### src/rtl/mips_defs_pkg.sv
`default_nettype none
// ============================================================================
// Module      : mips_defs (package)
// Description : Shared definitions for the multi-cycle MIPS control unit:
//               FSM state encoding, instruction classes, ALU_sel codes,
//               opcode/funct constants and datapath mux select encodings.
// Revision    : 1.0 - initial release
// ============================================================================
package mips_defs;

    // FSM states; the numeric values are visible on the debug 'state' port.
    typedef enum logic [2:0] {
        c_st_fetch  = 3'd0,
        c_st_decode = 3'd1,
        c_st_exec   = 3'd2,
        c_st_mem    = 3'd3,
        c_st_wb     = 3'd4
    } state_t;

    // Instruction classes that steer the sequencing.
    typedef enum logic [3:0] {
        c_cls_ralu   = 4'd0,
        c_cls_ialu   = 4'd1,
        c_cls_load   = 4'd2,
        c_cls_store  = 4'd3,
        c_cls_branch = 4'd4,
        c_cls_j      = 4'd5,
        c_cls_jal    = 4'd6,
        c_cls_jr     = 4'd7,
        c_cls_jalr   = 4'd8,
        c_cls_none   = 4'd9
    } iclass_t;

    // ALU operation codes (encoding shared with the ALU).
    localparam logic [5:0] c_alu_add  = 6'd0;
    localparam logic [5:0] c_alu_sub  = 6'd1;
    localparam logic [5:0] c_alu_ori  = 6'd2;
    localparam logic [5:0] c_alu_sw   = 6'd3;
    localparam logic [5:0] c_alu_sh   = 6'd4;
    localparam logic [5:0] c_alu_sb   = 6'd5;
    localparam logic [5:0] c_alu_lw   = 6'd6;
    localparam logic [5:0] c_alu_lh   = 6'd7;
    localparam logic [5:0] c_alu_lb   = 6'd8;
    localparam logic [5:0] c_alu_and  = 6'd9;
    localparam logic [5:0] c_alu_or   = 6'd10;
    localparam logic [5:0] c_alu_j    = 6'd11;
    localparam logic [5:0] c_alu_jal  = 6'd12;
    localparam logic [5:0] c_alu_jalr = 6'd13;
    localparam logic [5:0] c_alu_jr   = 6'd14;
    localparam logic [5:0] c_alu_beq  = 6'd15;
    localparam logic [5:0] c_alu_bne  = 6'd16;
    localparam logic [5:0] c_alu_addi = 6'd17;
    localparam logic [5:0] c_alu_lui  = 6'd18;
    localparam logic [5:0] c_alu_sll  = 6'd19;

    // Primary opcodes.
    localparam logic [5:0] c_op_rtype = 6'h00;
    localparam logic [5:0] c_op_j     = 6'h02;
    localparam logic [5:0] c_op_jal   = 6'h03;
    localparam logic [5:0] c_op_beq   = 6'h04;
    localparam logic [5:0] c_op_bne   = 6'h05;
    localparam logic [5:0] c_op_addi  = 6'h08;
    localparam logic [5:0] c_op_ori   = 6'h0D;
    localparam logic [5:0] c_op_lui   = 6'h0F;
    localparam logic [5:0] c_op_lb    = 6'h20;
    localparam logic [5:0] c_op_lh    = 6'h21;
    localparam logic [5:0] c_op_lw    = 6'h23;
    localparam logic [5:0] c_op_sb    = 6'h28;
    localparam logic [5:0] c_op_sh    = 6'h29;
    localparam logic [5:0] c_op_sw    = 6'h2B;

    // R-type funct codes.
    localparam logic [5:0] c_fn_sll  = 6'h00;
    localparam logic [5:0] c_fn_jr   = 6'h08;
    localparam logic [5:0] c_fn_jalr = 6'h09;
    localparam logic [5:0] c_fn_add  = 6'h20;
    localparam logic [5:0] c_fn_sub  = 6'h22;
    localparam logic [5:0] c_fn_and  = 6'h24;
    localparam logic [5:0] c_fn_or   = 6'h25;

    // Datapath mux selects.
    localparam logic [1:0] c_pcsrc_pc4    = 2'd0;
    localparam logic [1:0] c_pcsrc_branch = 2'd1;
    localparam logic [1:0] c_pcsrc_jump   = 2'd2;
    localparam logic [1:0] c_pcsrc_rs     = 2'd3;

    localparam logic [1:0] c_srcb_rt   = 2'd0;
    localparam logic [1:0] c_srcb_sext = 2'd1;
    localparam logic [1:0] c_srcb_zext = 2'd2;

    localparam logic [1:0] c_dst_rt = 2'd0;
    localparam logic [1:0] c_dst_rd = 2'd1;
    localparam logic [1:0] c_dst_ra = 2'd2;

    localparam logic [1:0] c_wd_alu = 2'd0;
    localparam logic [1:0] c_wd_mem = 2'd1;
    localparam logic [1:0] c_wd_pc4 = 2'd2;

    localparam logic [1:0] c_size_word = 2'd0;
    localparam logic [1:0] c_size_half = 2'd1;
    localparam logic [1:0] c_size_byte = 2'd2;

endpackage
`default_nettype wire

### src/rtl/mc_decode.sv
`default_nettype none
// ============================================================================
// Module      : mc_decode
// Description : Combinational instruction decoder for the multi-cycle MIPS
//               control unit.
//   i_instr      in  32 : instruction register contents
//   o_alu_sel    out 6  : ALU operation code
//   o_iclass     out 4  : instruction class for sequencing
//   o_alu_srcb   out 2  : ALU B operand select
//   o_reg_dst    out 2  : register write address select
//   o_wd_src     out 2  : register write data select
//   o_mem_size   out 2  : memory access size
//   o_illegal    out 1  : instruction is not decodable
// Revision    : 1.0 - initial release
// ============================================================================
module mc_decode
    import mips_defs::*;
(
    input  logic [31:0] i_instr,
    output logic [5:0]  o_alu_sel,
    output iclass_t     o_iclass,
    output logic [1:0]  o_alu_srcb,
    output logic [1:0]  o_reg_dst,
    output logic [1:0]  o_wd_src,
    output logic [1:0]  o_mem_size,
    output logic        o_illegal
);

    logic [5:0] w_opcode;
    logic [5:0] w_funct;
    logic       w_unused_instr;

    assign w_opcode = i_instr[31:26];
    assign w_funct  = i_instr[5:0];
    // Register and immediate fields are consumed by the datapath, not here.
    assign w_unused_instr = ^i_instr[25:6];

    always_comb begin
        o_alu_sel  = c_alu_add;
        o_iclass   = c_cls_none;
        o_alu_srcb = c_srcb_rt;
        o_reg_dst  = c_dst_rt;
        o_wd_src   = c_wd_alu;
        o_mem_size = c_size_word;
        o_illegal  = 1'b0;

        case (w_opcode)
            c_op_rtype: begin
                o_iclass  = c_cls_ralu;
                o_reg_dst = c_dst_rd;
                case (w_funct)
                    c_fn_add:  o_alu_sel = c_alu_add;
                    c_fn_sub:  o_alu_sel = c_alu_sub;
                    c_fn_and:  o_alu_sel = c_alu_and;
                    c_fn_or:   o_alu_sel = c_alu_or;
                    c_fn_sll:  o_alu_sel = c_alu_sll;
                    c_fn_jr: begin
                        o_alu_sel = c_alu_jr;
                        o_iclass  = c_cls_jr;
                    end
                    c_fn_jalr: begin
                        o_alu_sel = c_alu_jalr;
                        o_iclass  = c_cls_jalr;
                        o_wd_src  = c_wd_pc4;
                    end
                    default: begin
                        o_iclass  = c_cls_none;
                        o_reg_dst = c_dst_rt;
                        o_illegal = 1'b1;
                    end
                endcase
            end
            c_op_ori: begin
                o_alu_sel  = c_alu_ori;
                o_iclass   = c_cls_ialu;
                o_alu_srcb = c_srcb_zext;
            end
            c_op_addi: begin
                o_alu_sel  = c_alu_addi;
                o_iclass   = c_cls_ialu;
                o_alu_srcb = c_srcb_sext;
            end
            c_op_lui: begin
                o_alu_sel  = c_alu_lui;
                o_iclass   = c_cls_ialu;
                o_alu_srcb = c_srcb_sext;
            end
            c_op_lw, c_op_lh, c_op_lb: begin
                o_iclass   = c_cls_load;
                o_alu_srcb = c_srcb_sext;
                o_wd_src   = c_wd_mem;
                if (w_opcode == c_op_lw) begin
                    o_alu_sel  = c_alu_lw;
                    o_mem_size = c_size_word;
                end else if (w_opcode == c_op_lh) begin
                    o_alu_sel  = c_alu_lh;
                    o_mem_size = c_size_half;
                end else begin
                    o_alu_sel  = c_alu_lb;
                    o_mem_size = c_size_byte;
                end
            end
            c_op_sw, c_op_sh, c_op_sb: begin
                o_iclass   = c_cls_store;
                o_alu_srcb = c_srcb_sext;
                if (w_opcode == c_op_sw) begin
                    o_alu_sel  = c_alu_sw;
                    o_mem_size = c_size_word;
                end else if (w_opcode == c_op_sh) begin
                    o_alu_sel  = c_alu_sh;
                    o_mem_size = c_size_half;
                end else begin
                    o_alu_sel  = c_alu_sb;
                    o_mem_size = c_size_byte;
                end
            end
            c_op_beq: begin
                o_alu_sel = c_alu_beq;
                o_iclass  = c_cls_branch;
            end
            c_op_bne: begin
                o_alu_sel = c_alu_bne;
                o_iclass  = c_cls_branch;
            end
            c_op_j: begin
                o_alu_sel = c_alu_j;
                o_iclass  = c_cls_j;
            end
            c_op_jal: begin
                o_alu_sel = c_alu_jal;
                o_iclass  = c_cls_jal;
                o_reg_dst = c_dst_ra;
                o_wd_src  = c_wd_pc4;
            end
            default: begin
                o_illegal = 1'b1;
            end
        endcase
    end

endmodule
`default_nettype wire

### src/rtl/mc_ctrl.sv
`default_nettype none
// ============================================================================
// Module      : mc_ctrl
// Description : Multi-cycle MIPS control unit. Sequences FETCH / DECODE /
//               EXEC / MEM / WB with a memory ready handshake, latches the
//               decode fields at DECODE exit and counts retired instructions.
//   clk, reset (async, active-high)
//   instr[31:0], zero, mem_ready                          : inputs
//   ALU_sel[5:0]                                          : registered ALU code
//   mem_read, mem_write, mem_size[1:0]                    : memory control
//   ir_write, pc_write, pc_src[1:0]                       : IR / PC control
//   alu_srcB[1:0], reg_write, reg_dst[1:0], wd_src[1:0]   : datapath control
//   state[2:0], illegal, retired[31:0]                    : status / debug
// Revision    : 1.0 - initial release
// ============================================================================
module mc_ctrl
    import mips_defs::*;
(
    input  logic        clk,
    input  logic        reset,
    input  logic [31:0] instr,
    input  logic        zero,
    input  logic        mem_ready,
    output logic [5:0]  ALU_sel,
    output logic        mem_read,
    output logic        mem_write,
    output logic [1:0]  mem_size,
    output logic        ir_write,
    output logic        pc_write,
    output logic [1:0]  pc_src,
    output logic [1:0]  alu_srcB,
    output logic        reg_write,
    output logic [1:0]  reg_dst,
    output logic [1:0]  wd_src,
    output logic [2:0]  state,
    output logic        illegal,
    output logic [31:0] retired
);

    // Live decode of the instruction register.
    logic [5:0] w_alu_sel;
    iclass_t    w_iclass;
    logic [1:0] w_alu_srcb;
    logic [1:0] w_reg_dst;
    logic [1:0] w_wd_src;
    logic [1:0] w_mem_size;
    logic       w_illegal;

    // Decode fields latched at DECODE exit.
    state_t     r_state;
    logic [5:0] r_alu_sel;
    iclass_t    r_iclass;
    logic [1:0] r_alu_srcb;
    logic [1:0] r_reg_dst;
    logic [1:0] r_wd_src;
    logic [1:0] r_mem_size;
    logic [31:0] r_retired;

    logic       w_retire;

    mc_decode u_decode (
        .i_instr    (instr),
        .o_alu_sel  (w_alu_sel),
        .o_iclass   (w_iclass),
        .o_alu_srcb (w_alu_srcb),
        .o_reg_dst  (w_reg_dst),
        .o_wd_src   (w_wd_src),
        .o_mem_size (w_mem_size),
        .o_illegal  (w_illegal)
    );

    // An instruction retires on the transition that ends it back in FETCH
    // (illegal instructions return to FETCH without retiring).
    always_comb begin
        w_retire = 1'b0;
        case (r_state)
            c_st_decode: w_retire = !w_illegal && (w_iclass == c_cls_j);
            c_st_exec:   w_retire = (r_iclass == c_cls_branch) || (r_iclass == c_cls_jr);
            c_st_mem:    w_retire = (r_iclass == c_cls_store) && mem_ready;
            c_st_wb:     w_retire = 1'b1;
            default:     w_retire = 1'b0;
        endcase
    end

    always_ff @(posedge clk or posedge reset) begin
        if (reset) begin
            r_state    <= c_st_fetch;
            r_alu_sel  <= c_alu_add;
            r_iclass   <= c_cls_none;
            r_alu_srcb <= c_srcb_rt;
            r_reg_dst  <= c_dst_rt;
            r_wd_src   <= c_wd_alu;
            r_mem_size <= c_size_word;
            r_retired  <= 32'd0;
        end else begin
            if (w_retire) begin
                r_retired <= r_retired + 32'd1;
            end
            case (r_state)
                c_st_fetch: begin
                    if (mem_ready) begin
                        r_state <= c_st_decode;
                    end
                end
                c_st_decode: begin
                    r_alu_sel  <= w_alu_sel;
                    r_iclass   <= w_iclass;
                    r_alu_srcb <= w_alu_srcb;
                    r_reg_dst  <= w_reg_dst;
                    r_wd_src   <= w_wd_src;
                    r_mem_size <= w_mem_size;
                    if (w_illegal || (w_iclass == c_cls_j)) begin
                        r_state <= c_st_fetch;
                    end else if (w_iclass == c_cls_jal) begin
                        r_state <= c_st_wb;
                    end else begin
                        r_state <= c_st_exec;
                    end
                end
                c_st_exec: begin
                    case (r_iclass)
                        c_cls_load, c_cls_store:  r_state <= c_st_mem;
                        c_cls_branch, c_cls_jr:   r_state <= c_st_fetch;
                        c_cls_ralu, c_cls_ialu,
                        c_cls_jalr:               r_state <= c_st_wb;
                        default:                  r_state <= c_st_fetch;
                    endcase
                end
                c_st_mem: begin
                    if (mem_ready) begin
                        r_state <= (r_iclass == c_cls_load) ? c_st_wb : c_st_fetch;
                    end
                end
                c_st_wb: begin
                    r_state <= c_st_fetch;
                end
                default: begin
                    r_state <= c_st_fetch;
                end
            endcase
        end
    end

    // Strobes are a function of state and latched fields; the FETCH/MEM
    // handshake, the DECODE-cycle jump and the branch 'zero' use live inputs.
    always_comb begin
        mem_read  = 1'b0;
        mem_write = 1'b0;
        mem_size  = c_size_word;
        ir_write  = 1'b0;
        pc_write  = 1'b0;
        pc_src    = c_pcsrc_pc4;
        reg_write = 1'b0;
        illegal   = 1'b0;
        case (r_state)
            c_st_fetch: begin
                mem_read = 1'b1;
                if (mem_ready) begin
                    ir_write = 1'b1;
                    pc_write = 1'b1;
                end
            end
            c_st_decode: begin
                if (w_illegal) begin
                    illegal = 1'b1;
                end else if (w_iclass == c_cls_j) begin
                    pc_write = 1'b1;
                    pc_src   = c_pcsrc_jump;
                end
            end
            c_st_exec: begin
                if (r_iclass == c_cls_branch) begin
                    pc_write = zero;
                    pc_src   = c_pcsrc_branch;
                end else if (r_iclass == c_cls_jr) begin
                    pc_write = 1'b1;
                    pc_src   = c_pcsrc_rs;
                end
            end
            c_st_mem: begin
                mem_read  = (r_iclass == c_cls_load);
                mem_write = (r_iclass == c_cls_store);
                mem_size  = r_mem_size;
            end
            c_st_wb: begin
                reg_write = 1'b1;
                if (r_iclass == c_cls_jal) begin
                    pc_write = 1'b1;
                    pc_src   = c_pcsrc_jump;
                end else if (r_iclass == c_cls_jalr) begin
                    pc_write = 1'b1;
                    pc_src   = c_pcsrc_rs;
                end
            end
            default: begin
                mem_read = 1'b0;
            end
        endcase
    end

    assign ALU_sel  = r_alu_sel;
    assign alu_srcB = r_alu_srcb;
    assign reg_dst  = r_reg_dst;
    assign wd_src   = r_wd_src;
    assign state    = r_state;
    assign retired  = r_retired;

endmodule
`default_nettype wire
### config.mk
export PLATFORM = sky130hd
export DESIGN_NAME = mc_ctrl
export DESIGN_NICKNAME = d
export VERILOG_FILES = /design/src/rtl/mips_defs_pkg.sv /design/src/rtl/mc_decode.sv /design/src/rtl/mc_ctrl.sv
export SDC_FILE = /design/constraint.sdc
export NUM_CORES = 1
export LEC_CHECK = 0
export ABC_AREA = 1
export CELL_PAD_IN_SITES_DETAIL_PLACEMENT = 1
export CELL_PAD_IN_SITES_GLOBAL_PLACEMENT = 1
export CORE_MARGIN = 4
export CORE_UTILIZATION = 33
export DETAILED_ROUTE_END_ITERATION = 6
export GPL_TIMING_DRIVEN = 0
export PLACE_DENSITY_LB_ADDON = 0.1
export SYNTH_ARGS = -nofsm -noshare
export SYNTH_HDL_FRONTEND = slang
export SYNTH_SLANG_ARGS = --single-unit
### constraint.sdc
create_clock -name clk -period 1.8 [get_ports clk]
set_input_delay 0.36 -clock clk [delete_from_list [all_inputs] [get_ports clk]]
set_output_delay 0.36 -clock clk [all_outputs]
set_load 0.02 [all_outputs]
Word level (Yosys, flattened, before mapping)

Index checks and enable logic that the tools add are counted.
W data, S select, Z words.

Bits in registers: 53
Input port bits: 36

$add $sub $neg: 1
Equal/unequal tests: 34
Mux-type cells: 50
Reductions and logical operators: 20

Operator list:

| cell                    | count |
|---|---|
| $eq A6 B6 Y1 const B    | 10 |
| $pmux W6 S10            | 1 |
| $add A32 B1 Y32 const B | 1 |
| $eq A6 B4 Y1 const B    | 5 |
| $pmux W5 S6             | 1 |
| $pmux W4 S7             | 1 |
| $mux W2                 | 12 |
| $eq A4 B3 Y1 const B    | 5 |
| $mux W1                 | 15 |
| $mux W3                 | 5 |
| $reduce_or A13 Y1       | 1 |
| $eq A6 B2 Y1 const B    | 2 |
| $eq A6 B3 Y1 const B    | 2 |
| $logic_not A6 Y1        | 2 |
| $mux W6                 | 2 |
| $pmux W2 S2             | 3 |
| $pmux W2 S3             | 2 |
| $pmux W3 S4             | 1 |
| $pmux W4 S3             | 1 |
| $reduce_or A3 Y1        | 4 |
| $eq A4 B2 Y1 const B    | 2 |
| $pmux W1 S4             | 2 |
| $reduce_or A8 Y1        | 1 |
| $reduce_or A7 Y1        | 1 |
| 17 further kinds        | 23 |

Depth between registers and ports, before layout

Depth in word-level cells: 8
Gate-level depth with buffers: 11
Gate-level depth less buffers: 11

Hierarchy

A second synthesis with hierarchy kept.

Cell total of the unflattened synthesis: 586
Area, all modules: 3,814.9 sq um

Modules (own cells, without submodules):

| module    | times used | cells each | area an instance (sq um) |
|---|---|---|---|
| mc_ctrl   | 1          | 464        | 3,238.1 |
| mc_decode | 1          | 122        | 576.8 |

Worst setup path after synthesis

No wires, ideal clock.

Kind: flip-flop to output port
Start point: register r_state[2] (netlist: state[2])
End point: output pc_write
Data arrival time: 1.926 ns
Setup slack: -0.486 ns
Stages on the path, launching flop included: 7
Path buffers: 0
Cells stage by stage: dfrtp_1 > inv_1 > nor3_1 > o21ai_0 > nand3b_1 > a31oi_1 > o21ai_0

Word-level cells in the longest chain between the ends: 2

RTL lines:

| what                                 | line           | source |
|---|---|---|
| start, declared                      | mc_ctrl.sv:50  | `state_t r_state;` |
| start signal, assigned               | mc_ctrl.sv:87  | `r_state <= c_st_fetch;` |
| start signal, assigned               | mc_ctrl.sv:102 | `r_state <= c_st_decode;` |
| start signal, assigned               | mc_ctrl.sv:113 | `r_state <= c_st_fetch;` |
| $eq A3 B3 Y1 (tied with other cells) | mc_ctrl.sv:155 | `case (r_state)` |
| $pmux W1 S4 (*)                      | mc_ctrl.sv:155 |  |
| end, declared                        | mc_ctrl.sv:29  | `output logic pc_write,` |

Every way passes the cells marked *; elsewhere a longest branch is shown, timed or not.

Worst setup path after layout

Start point: register r_iclass[3]
End point: output pc_write

Word-level cells in the longest chain between the ends: 4

RTL lines:

| what                                         | line                           | source |
|---|---|---|
| start, declared                              | mc_ctrl.sv:52                  | `iclass_t r_iclass;` |
| start signal, assigned                       | mc_ctrl.sv:89                  | `r_iclass <= c_cls_none;` |
| start signal, assigned                       | mc_ctrl.sv:107                 | `r_iclass <= w_iclass;` |
| $eq A4 B4 Y1 or $eq A4 B3 Y1 (tied branches) | mc_ctrl.sv:190, mc_ctrl.sv:175 |  |
| $mux W1, on equally long branches            | mc_ctrl.sv:190, mc_ctrl.sv:175 |  |
| $mux W1, on equally long branches            | mc_ctrl.sv:187, mc_ctrl.sv:172 |  |
| $pmux W1 S4 (*)                              | mc_ctrl.sv:155                 |  |

Marked as above.

==> flow_summary_export.csv <==
group,metric,value,unit
cts,path_clk_slew,100,ps
power_and_ir_drop,p_switching,0.001597,W
routing,vias,3240,
placed_design,gp_congestion,0.8314,
floorplan,die_h,104.2,um
finish,layout.nets,572,
cts,insertion_delay,310,ps
worst_setup_path,cp_num_buf_inv,2,
sta,post-route-period-util,113.8,%
sta,grt_setup_unrepaired,"yes",
cts,cts_tree,"yes",
cts,htreeDepth,2,
routing,drt-initial-drc-count,51,
sta,setup_viol,27,
global_routing,grt_pass1_wl,16040,um
worst_setup_path,cp_cell_sequence,"inv_2 -> nand2_4 -> nor3_2 -> o21ai_1 -> nand3b_1 -> a31oi_2 -> o21ai_2 -> buf_6",
cts,cts_sinks,52,
worst_setup_path,crit_type,"reg -> out",
sta,min_period,2048,ps
cts,ctsHoldBuffers,0,
cts,cts.root.buffer_cell,"clkbuf_8",
worst_hold_path,hp-class,"in -> async",
routing,routed_wl,10110,um
worst_setup_path,endpoint_kind,"output pin",
power_and_ir_drop,pwr-share-comb,44.3,%
finish,final_cell_mix,"99 x nand2_1, 49 x nor2_1, 44 x dfrtp_1",
global_routing,grtUsageTotal,17.63,%
worst_setup_path,cp-start-kind,"register",
yosys,synth_cell_types,31,
worst_setup_path,crit_fanout,3,
placed_design,preCtsSetupSlack,-1203,ps
floorplan,start_util,34.53,%
worst_setup_path,worstPathArrival,1690,ps
cts,clock_path_buffers,2,
global_routing,grt_max_degree,38,
floorplan,coreArea,8848,um^2
power_and_ir_drop,p_total,0.004092,W
routing,firstDrtPassIters,4,
floorplan,dieArea,10860,um^2
yosys,yosysWarnings,0,
sta,drv_slew,0,
global_routing,grt_pass1_vias,3272,
routing,antenna_left,0,
yosys,syn_area_per_cell,7.310,um^2
floorplan,io_pins,93,
routing,drc_errors,0,
floorplan,die_width,104.2,um
global_routing,grt-ovfl-total,0,
power_and_ir_drop,vdd_drop_max,0.0007275,V
finish,syn_to_final_growth,53.03,%
finish,mostFrequentLayoutCell,"nand2_1",
floorplan,rows,34,
outcome,status,"finished with violations",
sta,fmax,488.3,MHz
finish,insertedDiodeCount,0,
global_routing,grt_util_met2,32.82,%
cts,cts-buffers-inserted,5,
worst_setup_path,worstPathRequired,1440,ps
routing,routedWlPerCell,15.70,um
global_routing,grt_busiest_layer,"met2",
power_and_ir_drop,p_int,0.002495,W
finish,drive_gt1_share,28.36,%
yosys,synth_seq_cells,52,
placed_design,io_buffers,71,
worst_setup_path,critPathMaxStageDelay,560,ps
worst_setup_path,cp_slowest_cell,"dfstp_2",
power_and_ir_drop,p_clk_share,17.9,%
flow_run,max-cap-violations,0,
yosys,mappedNetlistArea,3055,um^2
power_and_ir_drop,power_density,875.2,nW/um^2
routing,via_per_inst,5.031,
global_routing,met3_usage,2.545,%
yosys,postSynthCellCount,418,
placed_design,hpwlAfterDp,7141,um
power_and_ir_drop,seq_power_share,37.8,%
outcome,violations,"setup timing",
sta,fin_skew,11.05,ps
power_and_ir_drop,switching_share,39.03,%
yosys,ys_seq_area_share,42.67,%
sta,hold_viol,0,
power_and_ir_drop,leakage,2.165,nW
worst_setup_path,crit_family,"flip-flops",
global_routing,grtUsageMet1,21.15,%
sta,fin_ws,-247.7,ps
global_routing,antenna_found_initial,0,
yosys,syn-num-nets,455,
[worst register-to-register path, delay by kind of cell (launching register included)]
family | cells | cell delay [ps]
simple gates | 7 | 610
flops | 1 | 560
buf+inv | 3 | 440
xor+xnor | 1 | 170
[sequential cells by signal (all words and copies together), names as in the netlist]
| signal | count |
|---|---|
| ALU_sel | 5 |
| reg_dst | 2 |
| state | 3 |
| retired | 32 |
| wd_src | 2 |
| r_mem_size | 2 |
| alu_srcB | 2 |
| r_iclass | 4 |
[layout make-up]
class	count	area (um^2)
fillers	1094	4173
multi-input cells	319	1872
flip-flops and latches	52	1311
repair buffers	110	1028
inverters	40	165.2
well taps	108	135.1
clock buffers	7	86.33
plain buffers	7	70.07
clock inverters	1	7.507
[logic make-up (layout without fill, tap and decap cells)]
logic type,after synthesis,count (layout),share of synthesized area (%)
adder cells (fa/ha/maj),1,1,0.4094
flip-flops,52,52,42.67
buffers and inverters,47,165,6.511
XOR/XNOR,29,29,8.313
other,1,1,0.1227
AND/OR/NAND/NOR,254,254,35.75
AO/OA/AOI/OAI,34,34,6.224
[power by group through the flow]
stage | sequential [W] | combinational, W | clock (W)
final | 0.00155 | 0.00181 | 0.000733
after CTS | 0.00154 | 0.00147 | 0.000758
after global placement | 0.00154 | 0.00129 | 0
after floorplan | 0.00166 | 0.000590 | 0
after global routing | 0.00157 | 0.00196 | 0.000796
after detailed placement | 0.00154 | 0.00132 | 0
[final timing paths]
path / cells past startpoint / endpoint / slack [ps] / start
max in group asynchronous: 3 / r_iclass[3] / 870 / reset
hold reg to reg: 2 / ALU_sel[2] / 490 / ALU_sel[2]
min in group clk: 4 / ALU_sel[3] / 430 / instr[1]
setup reg to reg: 11 / retired[23] / -70 / r_iclass[0]
hold / removal: 2 / retired[19] / 330 / reset
setup / recovery: 8 / pc_write / -250 / r_iclass[3]
[synth_stat cells]
master	number	area (um^2)
nand2_1	112	420.4
nor2_1	69	259.0
dfrtp_1	50	1251
nand3_1	40	200.2
inv_1	39	146.4
xnor2_1	23	201.4
o21ai_0	19	95.09
nor3_1	10	50.05
nand4_1	7	43.79
xor2_1	6	52.55
a21oi_1	5	25.02
a31oi_1	5	31.28
nand3b_1	4	30.03
nor4_1	4	25.02
clkbuf_1	3	11.26
buf_4	2	15.01
buf_6	2	22.52
dfstp_2	2	52.55
nor2_2	2	12.51
nor3_2	2	20.02
o31ai_1	2	15.01
a41oi_1	1	8.760
and2_1	1	6.260
conb_1	1	3.750
ha_1	1	12.51
inv_2	1	3.750
nand2_2	1	6.260
nor2_4	1	11.26
nor3b_1	1	7.510
o2111ai_1	1	8.760
o22ai_1	1	6.260
[metrics by stage]
step	util [%]	TNS [ps]	area [um^2]	hold WS, ps	cells
after floorplan	-	-55.24	3078	492.4	418
after global placement	44.34	-70030	3924	470.7	597
after detailed placement	44.57	-24500	3944	469.1	598
after CTS	47.75	-675.4	4225	337.1	617
after global routing	52.84	-6200	4676	375.0	644
final	52.84	-1280	4676	334.6	644
[repair_timing]
action	in CTS	in global routing
setup endpoints to repair	49	47
pin swaps	9	23
buffers inserted	11	25
gates cloned	0	3
resized for setup	93	112
hold endpoints to repair	0	0
[routing by layer]
| layer | share of wire, % | routed length [um] | vias up |
|---|---|---|---|
| li1 | - | - | 1576 |
| met1 | 42 | 4272 | 1591 |
| met2 | 53 | 5363 | 55 |
| met3 | 2.7 | 274 | 18 |
| met4 | 1.9 | 197 | 0 |
| met5 | 0 | 0 | - |
No activity file was read; power rests on OpenSTA's default activity.
